[config.mk]
export PLATFORM = sky130hd
export DESIGN_NAME = generic_mem_writer
export DESIGN_NICKNAME = d
export VERILOG_FILES = /design/src/rtl/generic_mem_writer.sv
export SDC_FILE = /design/constraint.sdc
export NUM_CORES = 1
export LEC_CHECK = 0
export ABC_CLOCK_PERIOD_IN_PS = 4150
export CAP_MARGIN = 30
export CORE_ASPECT_RATIO = 0.5
export CORE_UTILIZATION = 53
export CTS_CLUSTER_SIZE = 12
export DETAILED_ROUTE_END_ITERATION = 8
export PLACE_DENSITY = 0.86
export SYNTH_ARGS = -nofsm -noshare
export SYNTH_HDL_FRONTEND = slang
export SYNTH_SLANG_ARGS = --single-unit
[constraint.sdc]
create_clock -name i_clk -period 4.15 [get_ports i_clk]
set_input_delay 0.83 -clock i_clk [delete_from_list [all_inputs] [get_ports i_clk]]
set_output_delay 0.83 -clock i_clk [all_outputs]
set_load 0.03 [all_outputs]
[src/rtl/generic_mem_writer.sv]
// Packs a little-endian byte stream into DATA_WIDTH words and writes them to sequential addresses.
// Optional readback check of every word is enabled with `define GENERIC_MEM_WRITER_VERIFY_EN.
module generic_mem_writer #(
  parameter int ADDRESS_WIDTH = 32,
  parameter int DATA_WIDTH    = 32
) (
  input  logic                     i_clk,
  input  logic                     i_rst_n,
  input  logic                     i_start,
  input  logic [ADDRESS_WIDTH-1:0] i_base_addr,
  input  logic [ADDRESS_WIDTH:0]   i_word_count,
  input  logic                     i_byte_valid,
  input  logic [7:0]               i_byte_data,
  output logic                     o_byte_ready,
  output logic [ADDRESS_WIDTH-1:0] o_mem_address,
  output logic [DATA_WIDTH-1:0]    o_mem_write_data,
  output logic                     o_mem_write_en,
  input  logic [DATA_WIDTH-1:0]    i_mem_read_data,
  output logic                     o_busy,
  output logic                     o_done,
  output logic [ADDRESS_WIDTH:0]   o_words_written,
  output logic                     o_verify_error
);

  localparam int BYTES = DATA_WIDTH / 8;
  localparam int IDX_W = (BYTES > 1) ? $clog2(BYTES) : 1;
  localparam logic [IDX_W-1:0] LAST_IDX = IDX_W'(BYTES - 1);

  typedef enum logic [2:0] {
    IDLE     = 3'd0,
    FILL     = 3'd1,
    WRITE    = 3'd2,
    RD_ADDR  = 3'd3,
    RD_CHECK = 3'd4,
    DONE     = 3'd5
  } state_t;

  state_t                 state_reg;
  logic [IDX_W-1:0]       byte_idx_reg;
  logic [ADDRESS_WIDTH:0] count_reg;
  logic [ADDRESS_WIDTH:0] words_next;
  logic                   last_word;
  logic                   verify_error_reg;
  logic [BYTES-1:0]       lane_hit;

  assign words_next = o_words_written + (ADDRESS_WIDTH + 1)'(1);
  assign last_word  = (words_next == count_reg);

  genvar gi;
  generate
    for (gi = 0; gi < BYTES; gi++) begin : g_lane
      assign lane_hit[gi] = (byte_idx_reg == IDX_W'(gi));
    end
  endgenerate

`ifdef GENERIC_MEM_WRITER_VERIFY_EN
  assign o_verify_error = verify_error_reg;
`else
  logic unused_read_data;
  assign unused_read_data = ^i_mem_read_data;
  assign o_verify_error   = 1'b0;
`endif

  always_ff @(posedge i_clk or negedge i_rst_n) begin
    if (!i_rst_n) begin
      state_reg        <= IDLE;
      byte_idx_reg     <= '0;
      count_reg        <= '0;
      verify_error_reg <= 1'b0;
      o_byte_ready     <= 1'b0;
      o_mem_address    <= '0;
      o_mem_write_data <= '0;
      o_mem_write_en   <= 1'b0;
      o_busy           <= 1'b0;
      o_done           <= 1'b0;
      o_words_written  <= '0;
    end else begin
      case (state_reg)
        IDLE: begin
          if (i_start) begin
            o_mem_address    <= i_base_addr;
            count_reg        <= i_word_count;
            o_words_written  <= '0;
            verify_error_reg <= 1'b0;
            byte_idx_reg     <= '0;
            o_busy           <= 1'b1;
            if (i_word_count == '0) begin
              state_reg <= DONE;
              o_done    <= 1'b1;
            end else begin
              state_reg    <= FILL;
              o_byte_ready <= 1'b1;
            end
          end
        end
        FILL: begin
          if (i_byte_valid && o_byte_ready) begin
            for (int i = 0; i < BYTES; i++) begin
              if (lane_hit[i]) o_mem_write_data[8*i +: 8] <= i_byte_data;
            end
            if (byte_idx_reg == LAST_IDX) begin
              byte_idx_reg   <= '0;
              o_byte_ready   <= 1'b0;
              o_mem_write_en <= 1'b1;
              state_reg      <= WRITE;
            end else begin
              byte_idx_reg <= byte_idx_reg + IDX_W'(1);
            end
          end
        end
        WRITE: begin
          o_mem_write_en <= 1'b0;
`ifdef GENERIC_MEM_WRITER_VERIFY_EN
          state_reg <= RD_ADDR;
`else
          o_words_written <= words_next;
          o_mem_address   <= o_mem_address + ADDRESS_WIDTH'(1);
          if (last_word) begin
            state_reg <= DONE;
            o_done    <= 1'b1;
          end else begin
            state_reg    <= FILL;
            o_byte_ready <= 1'b1;
          end
`endif
        end
`ifdef GENERIC_MEM_WRITER_VERIFY_EN
        // Address is held here so the memory registers the read of the word just written.
        RD_ADDR: state_reg <= RD_CHECK;
        RD_CHECK: begin
          if (i_mem_read_data != o_mem_write_data) verify_error_reg <= 1'b1;
          o_words_written <= words_next;
          o_mem_address   <= o_mem_address + ADDRESS_WIDTH'(1);
          if (last_word) begin
            state_reg <= DONE;
            o_done    <= 1'b1;
          end else begin
            state_reg    <= FILL;
            o_byte_ready <= 1'b1;
          end
        end
`endif
        DONE: begin
          o_done    <= 1'b0;
          o_busy    <= 1'b0;
          state_reg <= IDLE;
        end
        default: state_reg <= IDLE;
      endcase
    end
  end

endmodule

# ---- Word level (Yosys, flattened, before mapping)
# Cells that the tools add are included.
dict set report op_classes {
  n_reduce_logical 22
  add_sub_neg 3
  mux 29
  eq_ne 14
}
# operator n
set op_table {}
lappend op_table {{$pmux 33 s2} 1}
lappend op_table {{$pmux 32 s2} 1}
lappend op_table {{$add 33x1->33 const B} 1}
lappend op_table {{$eq 33x33->1} 1}
lappend op_table {{$logic_not 33->1} 1}
lappend op_table {{$mux 33} 1}
lappend op_table {{$add 32x1->32 const B} 1}
lappend op_table {{$mux 32} 1}
lappend op_table {{$reduce_and 3->1} 7}
lappend op_table {{$mux 3} 5}
lappend op_table {{$ne 2x2->1 const B} 7}
lappend op_table {{$mux 1} 11}
lappend op_table {{$pmux 3 s3} 1}
lappend op_table {{$reduce_bool 2->1} 4}
lappend op_table {{$mux 2} 3}
lappend op_table {{$pmux 1 s3} 2}
lappend op_table {{$reduce_and 2->1} 3}
lappend op_table {{$reduce_and 6->1} 1}
lappend op_table {{$reduce_bool 3->1} 2}
lappend op_table {{$eq 2x2->1 const B} 2}
lappend op_table {{$pmux 1 s2} 2}
lappend op_table {{$pmux 2 s2} 1}
lappend op_table {{$reduce_and 4->1} 1}
lappend op_table {{$eq 3x1->1 const B} 1}
lappend op_table {{7 further kinds} 7}
dict set report totals {
  input_bits 109
  reg_bits 139
  elab_cells 81
  output_inout_bits 102
}

# ---- Longest topological paths before layout
# Gate-level depths: netlist (run 1).
dict set report depth {
  ltp_word 4
  depth_mapped 11
  depth_no_buf 9
}

# ---- Worst setup path after synthesis (run 1)
# Ideal clock, no wire load.
dict set report synth_path {
  kind {reg2reg}
  start {register o_words_written[0]}
  end {register o_done}
  path_stages_with_launch 12
  t_arrival_ps 2695
  setup_slack_ps 1361
  setup_time_ps 94
  synth_period_minus_slack_ps 2789
  path_cell_list {dfrtp_1 > ha_1 > clkbuf_1 > nand2_1 > nor4_4 > buf_6 > nand4_1 > xnor2_1 > or3_1 > a22oi_1 > a311oi_1 > a211oi_1}
}
dict set report synth_via {
  elab_chain_cells 4
}
# item line
set synth_rtl {}
lappend synth_rtl {{start, declared} 21} ;# output logic [ADDRESS_WIDTH:0] o_words_written,
lappend synth_rtl {{start signal, assigned} 116} ;# o_words_written <= words_next;
lappend synth_rtl {{$add 33x1->33} 46} ;# assign words_next = o_words_written + (ADDRESS_WIDTH + 1)'(1);
lappend synth_rtl {{$eq 33x33->1} 47} ;# assign last_word = (words_next == count_reg);
lappend synth_rtl {{$ne 2x2->1 (no line)} --}
lappend synth_rtl {{$reduce_and 4->1 (no line)} --}
lappend synth_rtl {{end signal, assigned} 75} ;# o_done <= 1'b0;
lappend synth_rtl {{end signal, assigned} 89} ;# o_done <= 1'b1;
lappend synth_rtl {{end signal, assigned} 120} ;# o_done <= 1'b1;
lappend synth_rtl {{end, declared} 20} ;# output logic o_done,
# Every way passes these cells.
# A chain may end at the register's enable or synchronous reset.

# ---- Final worst setup path (run 1)
dict set report layout_path {
  start {register o_words_written[3]}
  end {register o_done}
}
# The elaborated chain is that of the path after synthesis.

==> results by group, run 1 <==
Worst setup path
  – Worst-path cell chain: nand4_1 > nor3_1 > and3_1 > nand4_1 > xnor2_1 > nor4b_1 > a311oi_1 > a211oi_1
  – R2R cell count: 8
  – CP max FO: 10
  – Critical path required time: 4.48 ns
  – Arrival time worst endpoint: 3.71 ns
  – CP most frequent cell: nand4_1
  – Worst path buffer plus inverter count: 0
  – CP max stage delay: ~0.65 ns
  – Crit-path leading delay family: simple AND/OR/NAND/NOR gates
  – Endpoint class of the critical path: register
  – Crit Reg-Reg Endpoint: o_done
  – CP max-delay cell: nor3_1
  – R2R setup slack: 0.76 ns
  – Reg-to-reg startpoint: o_words_written[3]
  – Critical path class: reg -> reg
  – Startpoint Class: register

Placed design
  – Pre-CTS WS: ~0.92 ns
  – DPL Wire Length: around 15000 microns
  – Placer congestion estimate: about 0.87
  – Area after DPL: 0.00944 sq mm
  – Buffers added on ports: 177

Power
  – Psw: roughly 0.0027 W
  – Leakage Power: roughly 4.2 nW
  – Comb power frac: 42.4%
  – Internal: just under 0.004 W
  – Clock group share of total power: between 20 and 25%
  – Sequential power share: between 30% and 40%
  – P per Cell Area: 660 mW/mm^2
  – Switch share: about two fifths
  – VDD IR max: 0.000511 V

Clock network
  – CTS buffer count: 17
  – H-tree depth: 4
  – CTS Buffer Depth: 2
  – Hold buffers post-CTS: 0
  – Post-CTS Setup Inserts: 0
  – Root buf cell: clkbuf_16
  – Clk_lat worst skew: ~0.43 ns
  – CTS resizes: 0
  – CTS Sinks: 139
  – TritonCTS clock tree: built
  – Worst-path clk slew: around 0.07 ns

Synth
  – Syn nets: roughly 940
  – Yosys warning count: 0
  – Ys async rst share: 100%
  – Predominant post-synthesis flop cell: dfrtp_1
  – Yosys cell types: between 60 and 70
  – Seq/Total Area, Yosys: between 40 and 50%
  – Synth Instances: just over 800
  – Synth area leaders: dfrtp_1 46%, nand2_1 8.2%, mux2_2 4.8%
  – Cell Area, Synth: around 0.0076 sq mm
  – Cell taking the most area after synthesis: dfrtp_1
  – Avg Cell Area, Syn: 9.15 sq um
  – Post-synth EDFFs: 0
  – Share of the synthesized area in the top cell type: a little under half
  – #FFs+latches synth: roughly 140

Layout
  – Most frequent cells in the layout: 176 x clkdlybuf4s50_1, 164 x nand2_1, 139 x dfrtp_1
  – Fraction of layout cells with a size suffix above 1: roughly a tenth
  – Final instance area: 0.0100 sq mm
  – Area Growth Syn to Fin: 32.5%
  – Most common cell after layout, fill and taps aside: clkdlybuf4s50_1
  – Fin nets: between 1000 and 1500
  – N_diodes: 0

Routing
  – Detail Route Antenna Nets: 0
  – Routed Wire Length: between 20000 and 25000 microns
  – 1st-iter DRT viols: about 640
  – Vias per cell: 6.00
  – First-pass DRT Iterations: 6
  – Routed length per instance: 18.4 microns
  – # DRC: 0
  – Via count: 7135

Floorplanning
  – Initial Util: 55.2%
  – Core Footprint: ~0.014 sq mm
  – I/O Pins: 211
  – Die height: slightly below 90 microns
  – Die Width: between 150 and 200 microns
  – Site Rows: 30
  – Die ar.: 0.0148 sq mm

STA
  – Fin crit share: 81.6%
  – Max Slew Vio Count: 0
  – Clock skew: about 0.011 ns
  – Setup slack after layout: approximately 0.76 ns
  – Slew @ Worst Pin: approximately 0.7 ns
  – Total negative setup slack: 0 ns
  – # setup viols final: 0
  – Post-route minimum period: 3.39 ns
  – RSZ-0062 raised after global routing: false
  – Relative slew margins: around half
  – Hold Violations, Final: 0
  – Fmax achieved: between 0.2 and 0.3 GHz

Global route
  – Most Crowded Layer GR: met2
  – Global route total overflow: 0
  – GR Layer Usage met3: between 7 and 8%
  – Initial antenna violation count: 0
  – Met1 Use GR: 39.8%
  – Global routing usage on met2: 50.2%
  – Largest net degree at the start of global routing: between 100 and 150
  – Vias in the first global route: between 6000 and 7000
  – GRT Util Overall: between 30 and 40%
  – First-pass GRT wire length: between 30000 and 40000 microns

Job
  – Max Cap Viol: 0

Worst hold path
  – Hold WC Path Type: in -> async

Status
  – Outcome: complete, no violations
## power groups by stage
stage          Combinational (W)  Sequential, W  Clock, W
2_1_floorplan            0.00110        0.00286         0
3_3_place_gp             0.00270        0.00229         0
3_5_place_dp             0.00278        0.00231         0
4_1_cts                  0.00281        0.00230   0.00152
5_1_grt                  0.00300        0.00238   0.00159
6_report                 0.00281        0.00231   0.00151
## synthesized netlist by cell type (3+ instances only)
master and instances:
a211oi_1 19, a21oi_1 24, a221o_1 5, a22o_1 3
a311oi_1 9, a31oi_1 12, and2_1 10, and3_1 12
and4_1 9, buf_1 3, buf_2 8, buf_6 6
clkbuf_1 31, dfrtp_1 139, ha_1 6, inv_1 10
mux2_2 32, nand2_1 165, nand3_1 22, nand4_1 24
nor2_1 63, nor3_1 20, nor3b_1 3, nor4_1 13
o211ai_1 3, o21ai_0 64, o31ai_1 16, or3_1 5
xnor2_1 27, xor2_1 16
## routing by layer
layer / up-vias / routed length, microns
li1: 3296 / -
met1: 3442 / 9130
met2: 345 / 10400
met3: 52 / 1760
met4: 0 / 560
met5: - / 0
## through the flow
step,util [%],hold slack [ns],power [W],instances
after floorplan,-,0.465,0.00396,828
after global placement,68.7,0.469,0.00499,1156
after detailed placement,68.7,0.490,0.00509,1156
after CTS,72.9,0.505,0.00662,1188
after global routing,73.1,0.172,0.00697,1189
final,73.1,0.185,0.00663,1189
## area by class of cell
class                   instances  area [sq um]
clock buffers                  17           425
clock inverters                15           155
fillers                       997          3690
inverters                      10          37.5
multi-input cells             629          3830
flip-flops and latches        139          3480
well taps                     192           240
repair buffers                187          1880
## logic make-up after synthesis
logic type                 Yosys count  synth area share, %
buffers and inverters               60                 3.80
adders and majority gates            7                 1.12
xor gates and xnor gates            43                 4.97
DFF                                139                 45.9
and+or+nand+nor                    372                 24.3
other                                1               0.0495
muxes                               32                 4.75
AOI/OAI and AO/OA                  174                 15.1
## worst max-delay path by stage
stage	from	endpoint	slack (ns)	cells after the start
floorplan	o_words_written[0]	o_done	1.36	11
global placement	o_words_written[3]	o_done	1.02	8
detailed placement	o_words_written[2]	o_done	0.92	8
CTS	o_words_written[3]	o_done	0.86	8
global route	o_words_written[4]	o_done	0.64	8
finish	o_words_written[3]	o_done	0.76	8
Power figures use the tool's default switching activity.
==> run 2, diff against run 1 <==
Settings changed: ABC_CLOCK_PERIOD_IN_PS 4150 to 3330, CORE_UTILIZATION 53 to 49, PLACE_DENSITY 0.86 to 0.8.
Clock period 4.15 ns to 3.33 ns, I/O delays scaled along.
==> results by group, run 2 (synthesis gave the netlist of run 1 again) <==
Status
  – Outcome: complete, no violations

Floorplanning
  – Die Width: 178 microns (+4.0%)
  – Die height: 89.9 microns (+3.9%)
  – Core Footprint: 0.0148 sq mm (+7.6%)
  – I/O Pins: 211 (unchanged)
  – Die ar.: 0.0160 sq mm (+8.0%)
  – Initial Util: 51.3% (-3.9 points)
  – Site Rows: 31 (+3.3%)

Routing
  – 1st-iter DRT viols: 686 (+6.7%)
  – Detail Route Antenna Nets: 0 (unchanged)
  – First-pass DRT Iterations: 5 (-1)
  – Vias per cell: 5.85 (-2.4%)
  – # DRC: 0 (unchanged)
  – Via count: 7054 (-1.1%)
  – Routed length per instance: 17.8 microns (-3.1%)
  – Routed Wire Length: 21400 microns (-1.8%)

STA
  – Slew @ Worst Pin: 0.727 ns (+0.00954 ns)
  – RSZ-0062 raised after global routing: false
  – Max Slew Vio Count: 0 (unchanged)
  – Post-route minimum period: 3.07 ns (-0.315 ns)
  – Fmax achieved: 0.326 GHz (+10%)
  – # setup viols final: 0 (unchanged)
  – Relative slew margins: 51.6% (-0.27 points)
  – Total negative setup slack: 0 ns (unchanged)
  – Fin crit share: 92.3% (+11 points)
  – Hold Violations, Final: 0 (unchanged)
  – Clock skew: 0.0117 ns (+0.000885 ns)

Layout
  – Most common cell after layout, fill and taps aside: clkdlybuf4s50_1
  – N_diodes: 0 (unchanged)
  – Layout Utilization: 68.6% (-4.5 points)
  – Fraction of layout cells with a size suffix above 1: 10.6% (+1.0 points)
  – Fin nets: 1109 (+0.91%)
  – Most frequent cells in the layout: 176 x clkdlybuf4s50_1, 164 x nand2_1, 139 x dfrtp_1
  – Area Growth Syn to Fin: 33.7%

Global route
  – GRT Util Overall: 28.0% (-2.9 points)
  – Vias in the first global route: 6877 (-1.3%)
  – Global route total overflow: 0 (unchanged)
  – Initial antenna violation count: 0 (unchanged)
  – Largest net degree at the start of global routing: 77 (-27%)
  – First-pass GRT wire length: 35500 microns (+0.63%)

Power
  – Switch share: 40.8% (-0.18 points)
  – P per Cell Area: 817 mW/mm^2 (+24%)
  – Psw: 0.00338 W (+24%)
  – Clock group share of total power: 23.5% (+0.8 points)
  – Sequential power share: 34.8% (about the same)
  – Leakage Power: 4.23 nW (+1.4%)
  – Internal: 0.00490 W (+25%)
  – VDD IR max: 0.000595 V (+16%)
  – Comb power frac: 41.7% (-0.7 points)

Placed design
  – Placer congestion estimate: 0.893 (+2.7%)
  – DPL Wire Length: 14900 microns (+1.8%)
  – Buffers added on ports: 177 (unchanged)

Clock network
  – CTS resizes: 0 (unchanged)
  – CTS Sinks: 139 (unchanged)
  – CTS Buffer Depth: 2 (unchanged)
  – Post-CTS Setup Inserts: 0 (unchanged)
  – CTS buffer count: 17 (unchanged)
  – Clk_lat worst skew: 0.42 ns (about the same)
  – TritonCTS clock tree: built
  – Hold buffers post-CTS: 0 (unchanged)
  – Worst-path clk slew: 0.07 ns (about the same)
  – Root buf cell: clkbuf_16
  – H-tree depth: 4 (unchanged)

Worst setup path
  – Startpoint Class: register
  – Critical path required time: 3.66 ns (-0.82 ns)
  – R2R cell count: 10 (+2)
  – Crit Reg-Reg Endpoint: o_done
  – Endpoint class of the critical path: register
  – Critical path class: reg -> reg
  – Arrival time worst endpoint: 3.40 ns (-0.31 ns)
  – R2R setup slack: 0.26 ns (-0.51 ns)
  – CP max FO: 13 (+3)
  – Reg-to-reg startpoint: o_words_written[0]

Worst hold path
  – Hold WC Path Type: in -> async

Job
  – Max Cap Viol: 0 (unchanged)
-- run 2: power groups by stage --
stage          Clock (W)  Combinational, W  Sequential, W
2_1_floorplan          0           0.00137        0.00356
5_1_grt          0.00205           0.00370        0.00296
6_report         0.00194           0.00345        0.00288
3_3_place_gp           0           0.00338        0.00286
4_1_cts          0.00196           0.00347        0.00287
3_5_place_dp           0           0.00345        0.00289
-- run 2: critical path, cell delays in order, from the launching register on --
cell,delay [ns]
dfrtp_1,0.51
ha_1,0.40
nand2_1,0.19
nor4_4,0.16
buf_4,0.23
nand4_1,0.18
xnor2_1,0.18
or3_1,0.35
a22oi_1,0.37
a311oi_1,0.17
a211oi_1,0.22
-- run 2: worst max path at each step --
stage              endpoint                from  depth (start not counted)  slack [ns]
2_1_floorplan        o_done  o_words_written[0]                         11        0.54
3_3_place_gp         o_done  o_words_written[0]                         10        0.40
3_5_place_dp   o_byte_ready  o_words_written[0]                          9        0.33
4_1_cts        o_byte_ready  o_words_written[0]                          9        0.27
5_1_grt              o_done  o_words_written[0]                         10        0.05
6_report             o_done  o_words_written[0]                         10        0.26
-- run 2: metrics by stage --
step / hold slack (ns) / worst slack [ns] / cell area (sq um) / cells / power [W]
CTS: 0.313 / 0.268 / 10100 / 1205 / 0.00829
global route: 0.335 / 0.0488 / 10100 / 1205 / 0.00871
finish: 0.276 / 0.258 / 10100 / 1205 / 0.00828
global placement: 0.472 / 0.402 / 9530 / 1173 / 0.00624
floorplan: 0.370 / 0.541 / 7580 / 828 / 0.00494
detailed placement: 0.468 / 0.327 / 9530 / 1173 / 0.00634
-- run 2: area by class of cell --
class,count,area [sq um]
Sequential cell,139,3480
Clock buffer,17,425
Timing Repair Buffer,197,1940
Fill cell,1149,4640
Multi-Input combinational cell,629,3830
Tap cell,198,248
Clock inverter,15,179
Inverter,10,37.5
-- run 2: metal layers --
layer  wire (microns)  global-route usage [%]
met4              458                    9.26
met2             9960                    44.4
met1             9580                    38.1
met3             1450                    5.92
met5                0                       0
